$ cat src/rtl/apb_pkg.sv
// Shared types and default sizes for the APB register-memory completer.
// No logic; nothing here has latency.
// No handshaking; this file only supplies types and constants.
package apb_pkg;

  // Bus-side protocol state of the completer
  typedef enum logic {
    IDLE   = 1'b0,
    ACCESS = 1'b1
  } apb_state_e;

  localparam int ADDR_WIDTH_D = 32;
  localparam int DATA_WIDTH_D = 32;
  localparam int MEM_DEPTH_D  = 32;

  // Wait-state counter width, enough for 0..15 wait cycles
  localparam int WCNT_W = 4;

endpackage

$ cat src/rtl/apb_mem_array.sv
// Word memory: one synchronous write port and one combinational read port.
// Write commits on the clock edge; read data is valid in the same cycle.
// No backpressure; the caller owns all sequencing.
module apb_mem_array #(
  parameter int DATA_WIDTH = 32,
  parameter int MEM_DEPTH  = 32,
  parameter int IDX_W      = 5
) (
  input  logic                  clk_i,
  input  logic                  rst_ni,
  input  logic                  we_i,
  input  logic [IDX_W-1:0]      waddr_i,
  input  logic [DATA_WIDTH-1:0] wdata_i,
  input  logic [IDX_W-1:0]      raddr_i,
  output logic [DATA_WIDTH-1:0] rdata_o
);

  logic [DATA_WIDTH-1:0] mem_q [MEM_DEPTH];

  // Clear every word on reset; otherwise accept one write per cycle
  always_ff @(posedge clk_i or negedge rst_ni) begin
    if (!rst_ni) begin
      for (int i = 0; i < MEM_DEPTH; i++) begin
        mem_q[i] <= '0;
      end
    end else if (we_i) begin
      mem_q[waddr_i] <= wdata_i;
    end
  end

  // Callers only present in-range indices here
  assign rdata_o = mem_q[raddr_i];

endmodule

$ cat src/rtl/apb_slave_mem.sv
// APB3 completer in front of a small word-addressed register memory.
// Two cycles per transfer (setup + access), plus WAIT_STATES access cycles.
// Stalls the requester by holding Pready low during the configured wait cycles.
module apb_slave_mem
  import apb_pkg::*;
#(
  parameter int ADDR_WIDTH  = ADDR_WIDTH_D,
  parameter int DATA_WIDTH  = DATA_WIDTH_D,
  parameter int MEM_DEPTH   = MEM_DEPTH_D,
  parameter int WAIT_STATES = 0
) (
  input  logic                  Pclk,
  input  logic                  Prst,
  input  logic                  Pselx,
  input  logic                  Penable,
  input  logic                  Pwrite,
  input  logic [ADDR_WIDTH-1:0] Paddr,
  input  logic [DATA_WIDTH-1:0] Pwdata,
  output logic                  Pready,
  output logic                  Pslverr,
  output logic [DATA_WIDTH-1:0] Prdata
);

  localparam int IDX_W = (MEM_DEPTH > 1) ? $clog2(MEM_DEPTH) : 1;
  // Depth widened by one bit so the range compare cannot truncate
  localparam logic [ADDR_WIDTH:0] DEPTH_X = (ADDR_WIDTH + 1)'(MEM_DEPTH);
  localparam logic [WCNT_W-1:0]   WS      = WCNT_W'(WAIT_STATES);

  apb_state_e            state_q, state_d;
  logic [WCNT_W-1:0]     wcnt_q, wcnt_d;
  logic [IDX_W-1:0]      idx_q, idx_d;
  logic                  write_q, write_d;
  logic                  err_q, err_d;
  logic [DATA_WIDTH-1:0] prdata_q, prdata_d;

  logic                  in_range;
  logic                  setup;
  logic                  ready;
  logic                  mem_we;
  logic [DATA_WIDTH-1:0] mem_rdata;

  assign in_range = ({1'b0, Paddr} < DEPTH_X);
  // A setup phase is recognised in either state; in ACCESS it restarts the transfer
  assign setup    = Pselx & ~Penable;
  assign ready    = (state_q == ACCESS) & Pselx & Penable & (wcnt_q == WS);

  assign Pready  = ready;
  assign Pslverr = ready & err_q;
  assign Prdata  = prdata_q;

  apb_mem_array #(
    .DATA_WIDTH (DATA_WIDTH),
    .MEM_DEPTH  (MEM_DEPTH),
    .IDX_W      (IDX_W)
  ) u_mem (
    .clk_i   (Pclk),
    .rst_ni  (Prst),
    .we_i    (mem_we),
    .waddr_i (idx_q),
    .wdata_i (Pwdata),
    .raddr_i (Paddr[IDX_W-1:0]),
    .rdata_o (mem_rdata)
  );

  // Next-state, transfer latching and memory write strobe
  always_comb begin
    state_d  = state_q;
    wcnt_d   = wcnt_q;
    idx_d    = idx_q;
    write_d  = write_q;
    err_d    = err_q;
    prdata_d = prdata_q;
    mem_we   = 1'b0;

    if (setup) begin
      state_d = ACCESS;
      wcnt_d  = '0;
      idx_d   = Paddr[IDX_W-1:0];
      write_d = Pwrite;
      err_d   = ~in_range;
      // Read data is captured at setup so later Paddr changes cannot disturb it
      if (!Pwrite) begin
        prdata_d = in_range ? mem_rdata : '0;
      end
    end else begin
      case (state_q)
        ACCESS: begin
          if (!Pselx) begin
            state_d = IDLE;
          end else if (ready) begin
            mem_we  = write_q & ~err_q;
            state_d = IDLE;
          end else begin
            wcnt_d = wcnt_q + 1'b1;
          end
        end
        default: begin
          // Penable without a preceding setup is ignored
          state_d = IDLE;
        end
      endcase
    end
  end

  // Protocol state and latched transfer attributes
  always_ff @(posedge Pclk or negedge Prst) begin
    if (!Prst) begin
      state_q  <= IDLE;
      wcnt_q   <= '0;
      idx_q    <= '0;
      write_q  <= 1'b0;
      err_q    <= 1'b0;
      prdata_q <= '0;
    end else begin
      state_q  <= state_d;
      wcnt_q   <= wcnt_d;
      idx_q    <= idx_d;
      write_q  <= write_d;
      err_q    <= err_d;
      prdata_q <= prdata_d;
    end
  end

endmodule

$ cat config.mk
export PLATFORM = sky130hd
export DESIGN_NAME = apb_slave_mem
export DESIGN_NICKNAME = d
export VERILOG_FILES = /design/src/rtl/apb_pkg.sv /design/src/rtl/apb_mem_array.sv /design/src/rtl/apb_slave_mem.sv
export SDC_FILE = /design/constraint.sdc
export NUM_CORES = 1
export LEC_CHECK = 0
export ABC_AREA = 0
export CAP_MARGIN = 10
export CORE_MARGIN = 2
export CORE_UTILIZATION = 62
export CTS_BUF_LIST = sky130_fd_sc_hd__clkbuf_2 sky130_fd_sc_hd__clkbuf_4 sky130_fd_sc_hd__clkbuf_8
export DETAILED_ROUTE_END_ITERATION = 7
export PLACE_DENSITY = 0.79
export SLEW_MARGIN = 20
export SYNTH_ARGS = -nofsm -noshare
export SYNTH_HDL_FRONTEND = slang
export SYNTH_HIERARCHICAL = 1
export SYNTH_SLANG_ARGS = --single-unit
$ cat constraint.sdc
create_clock -name Pclk -period 4.35 [get_ports Pclk]
set_clock_uncertainty 0.1 [all_clocks]
set_input_delay 1.305 -clock Pclk [delete_from_list [all_inputs] [get_ports Pclk]]
set_output_delay 1.305 -clock Pclk [all_outputs]
set_load 0.01 [all_outputs]
# Yosys cells after proc, flatten, opt, wreduce, memory -nomap -nowiden
# Index checks and enable logic that the tools add are counted.
[classes]
order_cmp = 4
add_sub_neg = 1
mux = 19
n_bitwise = 12
reduce_logical = 6
eq_ne = 1
[op_table]
columns = ["op", "count"]
rows = [
  ["bitwise mux 1024 bit", 1],
  ["binary-select mux 32 bit (select 5 bit)", 1],
  ["demux 32 bit (select 5 bit)", 1],
  ["two-way mux 32 bit", 4],
  ["less-than comparator 32 x 6 -> 1 bit, second input constant", 1],
  ["two-way mux 4 bit", 4],
  ["greater-or-equal comparator 6 bit, second input constant", 2],
  ["inverter 5 -> 6 bit", 2],
  ["two-way mux 1 bit", 8],
  ["AND 1 bit", 6],
  ["less-than comparator 6 x 1 -> 1 bit, second input constant", 1],
  ["adder 4 x 1 -> 4 bit, second input constant", 1],
  ["logical NOT 4 bit", 1],
  ["inverter 1 bit", 4],
  ["nonzero test 2 bit", 2],
  ["AND reduction 3 bit", 1],
  ["inequality test 2 bit, second input constant", 1],
  ["AND reduction 2 bit", 1],
  ["logical AND 1 bit", 1],
]
[totals]
regBits = 1068
inputBits = 69

# Depth between registers and ports, before layout
# Gate-level depths: netlist of the first run.
[depth]
ltp_word = 7
ltp_mapped = 11
ltp_nobuf = 9

# Modules after synthesis
# Netlist of the first run, hierarchy kept.
[by_module_without_submodules]
columns = ["mod", "cells_per_inst", "n_inst", "area_per_inst_um2"]
rows = [
  ["apb_mem_array", 3447, 1, 47474.3],
  ["apb_slave_mem", 258, 1, 2377.3],
]

# Worst setup path after synthesis of the first run
# OpenSTA, ideal clock, no wires.
[synth_path]
path_kind = "input port to flip-flop"
start = "input port Penable"
end = "register u_mem/mem_q[53] (netlist bit)"
arrival_ns = 3.011
path_slack_ns = 1.114
cell_stages = 8
required_ns = 4.125
path_cell_list = "nand3_1 nor2_1 and3b_1 nand2_1 or2_2 nor2_4 buf_4 mux2_2"
[synth_between]
elab_chain_cells = 6
elab_cells_between_ends = 8
classes_between = "mux: 4; bitwise: 4"
[synth_rtl]
columns = ["item", "line_no", "source"]
rows = [
  ["start, declared", "apb_slave_mem.sv:15", "input logic Penable,"],
  ["AND 1 bit (2 in a row)", "apb_slave_mem.sv:45", "assign ready = (state_q == ACCESS) & Pselx & Penable & (wcnt_q == WS);"],
  ["via Pready", "apb_slave_mem.sv:19", "output logic Pready,"],
  ["two-way mux 1 bit", "apb_slave_mem.sv:90", "end else if (ready) begin"],
  ["two-way mux 1 bit", "apb_slave_mem.sv:88", "if (!Pselx) begin"],
  ["two-way mux 1 bit", "apb_slave_mem.sv:86", "case (state_q)"],
  ["two-way mux 1 bit", "apb_slave_mem.sv:75", "if (setup) begin"],
  ["via mem_we", "apb_slave_mem.sv:39", "logic mem_we;"],
  ["end signal, assigned by index", "apb_mem_array.sv:27", "mem_q[waddr_i] <= wdata_i;"],
  ["end, declared", "apb_mem_array.sv:18", "logic [DATA_WIDTH-1:0] mem_q [MEM_DEPTH];"],
]
# The timed path passes the listed nets, and every way through them passes these cells.
# A chain may end at the register's enable or synchronous reset.

# Worst setup path after layout of the first run
[layout_path]
start = "register wcnt_q[0]"
end = "output port Pslverr"
[layout_between]
elab_chain_cells = 3
[layout_rtl]
columns = ["item", "line_no", "source"]
rows = [
  ["start, declared", "apb_slave_mem.sv:30", "logic [WCNT_W-1:0] wcnt_q, wcnt_d;"],
  ["start signal, assigned", "apb_slave_mem.sv:116", "wcnt_q <= wcnt_d;"],
  ["logical NOT 4 bit", "apb_slave_mem.sv:45", ""],
  ["AND 1 bit", "apb_slave_mem.sv:45", ""],
  ["AND 1 bit", "apb_slave_mem.sv:48", "assign Pslverr = ready & err_q;"],
  ["end, declared", "apb_slave_mem.sv:20", "output logic Pslverr,"],
]
# Every way passes these cells.

==> results of run 1 <==
## registers in the layout, indices dropped and copies added (netlist names)
name         cells
Prdata          32
err_q            1
idx_q            5
state_q          1
u_mem/mem_q   1024
wcnt_q           4
write_q          1
## cell usage in the layout, fill, tap and decap left out, types with 3 or more instances in the layout
cell type,instances
mux2_2,987
nor4_1,4
diode_2,5
nand2_1,151
nor2_4,17
nand4_1,33
a21oi_1,96
a31oi_1,32
clkinv_8,4
buf_4,125
mux2_1,37
inv_1,3
nand2b_1,4
dfrtp_1,1068
nand3_1,99
nand2_2,17
mux2i_1,515
nor4b_1,32
a22oi_1,96
nor3_1,33
inv_8,4
clkdlybuf4s50_1,86
buf_2,14
clkbuf_4,61
clkbuf_8,211
nor3b_2,3
clkinv_2,18
nand3b_1,4
a22o_1,64
buf_12,56
o21ai_1,32
## worst max-delay path, delay by kind of cell, from the launching register on
kind,cells,cell delay [ns]
adder cells (fa/ha/maj),1,0.17
buffers and inverters,2,0.63
flip-flops,1,0.40
AND/OR/NAND/NOR,3,0.68
## routing by layer
layer | track usage | vias up | part of all wire
met1 | 0.451 | 16900 | 0.40
li1 | - | 13700 | -
met5 | 0 | - | 0.00032
met4 | 0.166 | 6 | 0.047
met2 | 0.532 | 1557 | 0.47
met3 | 0.0783 | 411 | 0.084
## cells by family after synthesis
kind of cell	Yosys count	synth area share
multiplexers	1539	0.335
flip-flops	1068	0.536
AND/OR/NAND/NOR	424	0.0464
buffers and inverters	350	0.0394
AO/OA/AOI/OAI	322	0.0429
adder cells (fa/ha/maj)	2	0.000502
## stage by stage
stage / setup WS, ns / cells
after detailed placement: 0.0888 / 4691
final: 0.243 / 4999
after CTS: 0.188 / 4994
after global routing: 0.119 / 4999
after floorplan: 1.11 / 3705
after global placement: 0.149 / 4691
## path summary, 6_finish.rpt
kind / startpoint / endpoint / slack, ns / cells after the start
worst max-delay path: wcnt_q[0]$_DFFE_PN0P_ / Pslverr / 0.24 / 6
worst min-delay path: u_mem/mem_q[8]$_DFFE_PN0P_ / u_mem/mem_q[8]$_DFFE_PN0P_ / 0.38 / 1
worst max register to register: wcnt_q[0]$_DFFE_PN0P_ / u_mem/mem_q[523]$_DFFE_PN0P_ / 0.97 / 10
worst min register to register: u_mem/mem_q[8]$_DFFE_PN0P_ / u_mem/mem_q[8]$_DFFE_PN0P_ / 0.38 / 1
max in group asynchronous: Prst / u_mem/mem_q[22]$_DFFE_PN0P_ / 2.52 / 2
min in group asynchronous: Prst / u_mem/mem_q[590]$_DFFE_PN0P_ / 0.43 / 1
## cell type report
type | count | area, µm² | share of cell area
Timing Repair Buffer | 283 | 3020 | 0.0540
Tap cell | 1050 | 1310 | 0.0235
Clock inverter | 31 | 272 | 0.00485
Antenna cell | 5 | 12.5 | 0.000224
Inverter | 3 | 11.3 | 0.000201
Clock buffer | 272 | 3360 | 0.0601
Sequential cell | 1068 | 26700 | 0.478
Multi-Input combinational cell | 2287 | 21200 | 0.380
## power by group through the flow
| stage | Combinational [W] | Clock, W | Sequential (W) |
|---|---|---|---|
| finish | 0.00126 | 0.00898 | 0.00998 |
| global route | 0.00135 | 0.00958 | 0.00997 |
| CTS | 0.00125 | 0.00910 | 0.00997 |
| detailed placement | 0.00125 | 0 | 0.0102 |
| global placement | 0.00121 | 0 | 0.0101 |
| floorplan | 0.000622 | 0 | 0.0101 |
==> impl_results.md, run 1 <==
- Status: completed
- Tcrit/Tclk final: 0.944
- Total design power: 0.0202 W
- Final wirelength: 139,000 µm
- Synth-to-Final Area Change: 12.3%
- Core Footprint: between 70,000 and 80,000 µm²
- Layout net count: 3,886
- Total congestion overflow: 0
- Max clock buf depth: 3
- Slowest CP cell: clkdlybuf4s50_1
- Cells after Synth: ~3,700
- Min Tclk post-route: about 4.1 ns
- Cell area after layout: 56,000 µm²
- Initial DRC Count: 3,004
- Die height: 288 µm
- Synth Cell Area: 49,900 µm²
- Layout cells sized above 1: 0.389
- Yosys warning count: 6
- Worst stage delay on the critical path: 0.53 ns
- Worst rel slew slack: 0.249
- Final Util: 0.706
- CTS H-Tree Depth: 4
- Switching Fraction: 0.241
- Synth cell count leaders: dfrtp_1, mux2_2, mux2i_1
- Detailed-route via count: 32,600
- First-pass GRT wire length: roughly 210,000 µm
- Req. time, crit path: roughly 2.9 ns
- P_leak: about 28 nW
- Top-count cell post-synth: dfrtp_1
- CTS resizes: 0
- Clk pwr share: 0.444
- Clock Latency Late Sink: 0.84 ns
- Detail Placement HPWL: 83,200 µm
- Total Routing Usage GR: 0.340
- Area contributors post-synth: dfrtp_1, mux2_2, mux2i_1
- Reg clk slew, reported paths: about 0.06 ns
- Starting Density: 0.629
- IO buf count: 102
- Yosys top cell area share: 0.536
- TritonCTS buffer count: 172
- Largest net degree at the start of global routing: 107
- Worst min-delay path class: reg -> reg
- Setup crit start kind: flop
- Fillers: 5,186
- Synth Net Count: between 3,000 and 4,000
- Critical Path Sink Type: output port
- Unrepaired setup endpoints after global routing: no
- Clock root cell: clkbuf_8
- Leading area contributor after synthesis: dfrtp_1
- DRC Markers: 0
- Net load switching power: 0.00488 W
- GPL Wtd Cong: 0.859
- Worst-margin pin slew: 1.12 ns
- Sequential group share of total power: 0.493
- CP Max Fanout: 3
- CTS tree: yes
- Placed Area: 52,400 µm²
- Antenna-violating nets left: 0
- Arrival @ worst endpoint: 2.70 ns
- Post-synthesis sequential area ratio: 0.536
- First-pass iteration count of the detailed router: 6
- DIE AREA: 82,700 µm²
- Yosys cell types: 41
- Clock sinks: 1,068
- Max-Cap Viols: 0
- Main synth FF type: dfrtp_1
- Critical-path cell list: inv_1 -> ha_1 -> or3b_1 -> nor2_1 -> and2_1 -> clkdlybuf4s50_1
- Pwr Density: 361 nW/µm²
- Slew Limit Fails: 0
- Site row count: roughly 100
- Hold bufs inserted after CTS: 0
- Num ports: 103
- Vias per std cell: 6.52
- Die W: roughly 290 µm
- Fraction of registers with async set/reset: 1.00
- Power Internal: 0.0153 W
- Initial antenna violation count: 9
- Wire length per cell: about 28 µm
- Final Hold Vio Count: 0
- EDFF count, synth: 0
- Min Hold Slack: 0.383 ns
- Worst vdd ir: 0.267 mV
- Mean area per synthesized cell: 13.5 µm²
- Combinational share of power: 0.062
- Vias in the first global route: 34,900
- Post-CTS Setup Inserts: 0
- Fmax: ~240 MHz
- Synth Register Bits: 1,068
- Setup Total Neg Slack: 0 ns
- Worst setup path class: reg -> out
- Final setup fails: 0
Note: power is estimated with default switching activity, not from simulation.
==> run 2: changes to the inputs <==
- CORE_MARGIN: 2 -> 4
==> run 2 against run 1 <==
Register-to-register slack improved by 0.07 ns. Die area grew 2.8%. Largest power group unchanged. Core utilization is 0.13 points lower. Count of clock-buffer cells in the layout down 5. Sequential power is essentially flat. Maximum frequency is 4.2% lower. Routed wire length shrank 0.14%.
==> impl_results.md, run 2 (synthesis results as in run 1) <==
- Status: completed
- Worst vdd ir: 0.308 mV (+15%)
- Core Footprint: 79,400 µm² (+0.16%)
- TritonCTS buffer count: 170 (-1.2%)
- Worst r2r src: wcnt_q[0]$_DFFE_PN0P_
- Worst reg-to-reg path cell count: 11 (+1)
- Die W: 292 µm (+1.4%)
- CP Max Fanout: 2 (-1)
- IO buf count: 102 (unchanged)
- CTS H-Tree Depth: 4 (unchanged)
- Arrival @ worst endpoint: 2.88 ns (+0.18 ns)
- Max-Cap Viols: 0 (unchanged)
- DIE AREA: 85,000 µm² (+2.8%)
- Worst rel slew slack: 0.260 (+0.0110)
- Final wirelength: 139,000 µm (-0.14%)
- Largest register by flop count: u_mem/mem_q
- Slew Limit Fails: 0 (unchanged)
- Tcrit/Tclk final: 0.986 (+0.0415)
- Critical Path Sink Type: output port
- Most frequent cells in the layout: dfrtp_1, mux2_2, mux2i_1
- Setup Total Neg Slack: 0 ns (unchanged)
- Critical path origin: Penable
- Detailed-route via count: 32,700 (+0.41%)
- FF-to-FF End: u_mem/mem_q[167]$_DFFE_PN0P_
- Clock Latency Late Sink: 0.83 ns (about the same)
- Layout net count: 3,878 (-0.21%)
- Worst min-delay path class: in -> async
- DRC Markers: 0 (unchanged)
- Initial antenna violation count: 9 (unchanged)
- Vias in the first global route: 34,600 (-0.97%)
- Setup crit start kind: primary input
- Total congestion overflow: 0 (unchanged)
- Max clock buf depth: 3 (unchanged)
- Pwr Density: 359 nW/µm² (-0.54%)
- GPL Wtd Cong: 0.837 (-2.6%)
- Fin cells: 4,980 (-0.38%)
- Largest net degree at the start of global routing: 134 (+25%)
- Worst-margin pin slew: 1.11 ns (-0.0165 ns)
- Wire length per cell: 27.8 µm (+0.24%)
- Detail Placement HPWL: 82,500 µm (-0.82%)
- Min Hold Slack: 0.330 ns (-0.0530 ns)
- Slowest CP cell: clkdlybuf4s50_1
- Min Tclk post-route: 4.29 ns (+0.181 ns)
- Antenna-violating nets left: 0 (unchanged)
- First-pass GRT wire length: 210,000 µm (-0.48%)
- Placed insts: 4,685 (-0.13%)
- Cell area after layout: 56,000 µm² (about the same)
- Final Hold Vio Count: 0 (unchanged)
- Critical-path cell list: clkdlybuf4s50_1 -> nand3_1 -> nor2_2 -> and2_4 -> clkdlybuf4s50_1
- Site row count: 103 (unchanged)
- P_leak: 28.3 nW (about the same)
- Synth-to-Final Area Change: 12.2% (about the same)
- Vias per std cell: 6.57 (+0.80%)
- Reg clk slew, reported paths: 0.06 ns (about the same)
- Worst stage delay on the critical path: 0.54 ns (about the same)
- CTS tree: yes
- CP endpoint: Pslverr
- Num ports: 103 (unchanged)
- Flop2flop setup slack: 1.04 ns (+0.07 ns)
- Fmax: 233 MHz (-4.2%)
- Starting Density: 0.628 (-0.00102)
- Clock root cell: clkbuf_8
- Initial DRC Count: 2,895 (-3.6%)
- Clock sinks: 1,068 (unchanged)
- Total Routing Usage GR: 0.323 (-0.0169)
- Die height: 292 µm (+1.4%)
- Unrepaired setup endpoints after global routing: no
- Placed Area: 52,400 µm² (+0.14%)
- Req. time, crit path: 2.94 ns (about the same)
- Post-CTS Setup Inserts: 0 (unchanged)
- Final setup fails: 0 (unchanged)
- Most common cell after layout, fill and taps aside: dfrtp_1
- Worst setup path class: in -> out
- Layout cells sized above 1: 0.387 (-0.00178)
- Largest register FFs: 1,024 (unchanged)
- First-pass iteration count of the detailed router: 5 (-1)
- Most used cell, CP: clkdlybuf4s50_1
run 2: critical path: cells and delay by family:
family | cells | cell delay (ns)
and+or+nand+nor | 3 | 0.55
buffers and inverters | 2 | 1.03
run 2: final cells by class:
type	count	area [µm²]
Antenna cell	4	10.0
Multi-Input combinational cell	2287	21200
Sequential cell	1068	26700
Fill cell	5282	23400
Clock buffer	267	3350
Inverter	3	11.3
Clock inverter	24	203
Timing Repair Buffer	277	3090
Tap cell	1050	1310
run 2: worst min-delay path by stage:
stage,startpoint,end,depth (start not counted)
6_report,Prst,u_mem/mem_q[718]$_DFFE_PN0P_,1
5_1_grt,Prst,u_mem/mem_q[718]$_DFFE_PN0P_,1
2_1_floorplan,write_q$_DFFE_PN0P_,write_q$_DFFE_PN0P_,2
3_3_place_gp,write_q$_DFFE_PN0P_,write_q$_DFFE_PN0P_,2
4_1_cts,Prst,u_mem/mem_q[686]$_DFFE_PN0P_,1
3_5_place_dp,write_q$_DFFE_PN0P_,write_q$_DFFE_PN0P_,2
run 2: layer usage:
| layer | track usage | routed length (µm) |
|---|---|---|
| met1 | 0.435 | 55700 |
| met2 | 0.511 | 64900 |
| met3 | 0.0692 | 11600 |
| met4 | 0.146 | 6430 |
| met5 | 0 | 10 |
run 2: per-stage QoR:
step                setup slack, ns   util  power (W)
detailed placement          -0.0616  0.661     0.0114
global route                 0.0128  0.705     0.0207
floorplan                      1.11      -     0.0108
CTS                          0.0601  0.705     0.0202
finish                       0.0620  0.705     0.0201
global placement            -0.0766  0.661     0.0114
run 2: timing repair:
action / in CTS / in global routing
resized for setup: 2 / 0
setup endpoints to repair: 1 / 0
hold buffers: 0 / 0
hold endpoints to repair: 0 / 0
run 2: power by group:
group	switching, W	internal, W	total (W)	leakage, nW
Sequential	0.0000195	0.00995	0.00997	14.9
Combinational	0.000856	0.000396	0.00125	11.5
Clock	0.00394	0.00494	0.00888	1.90
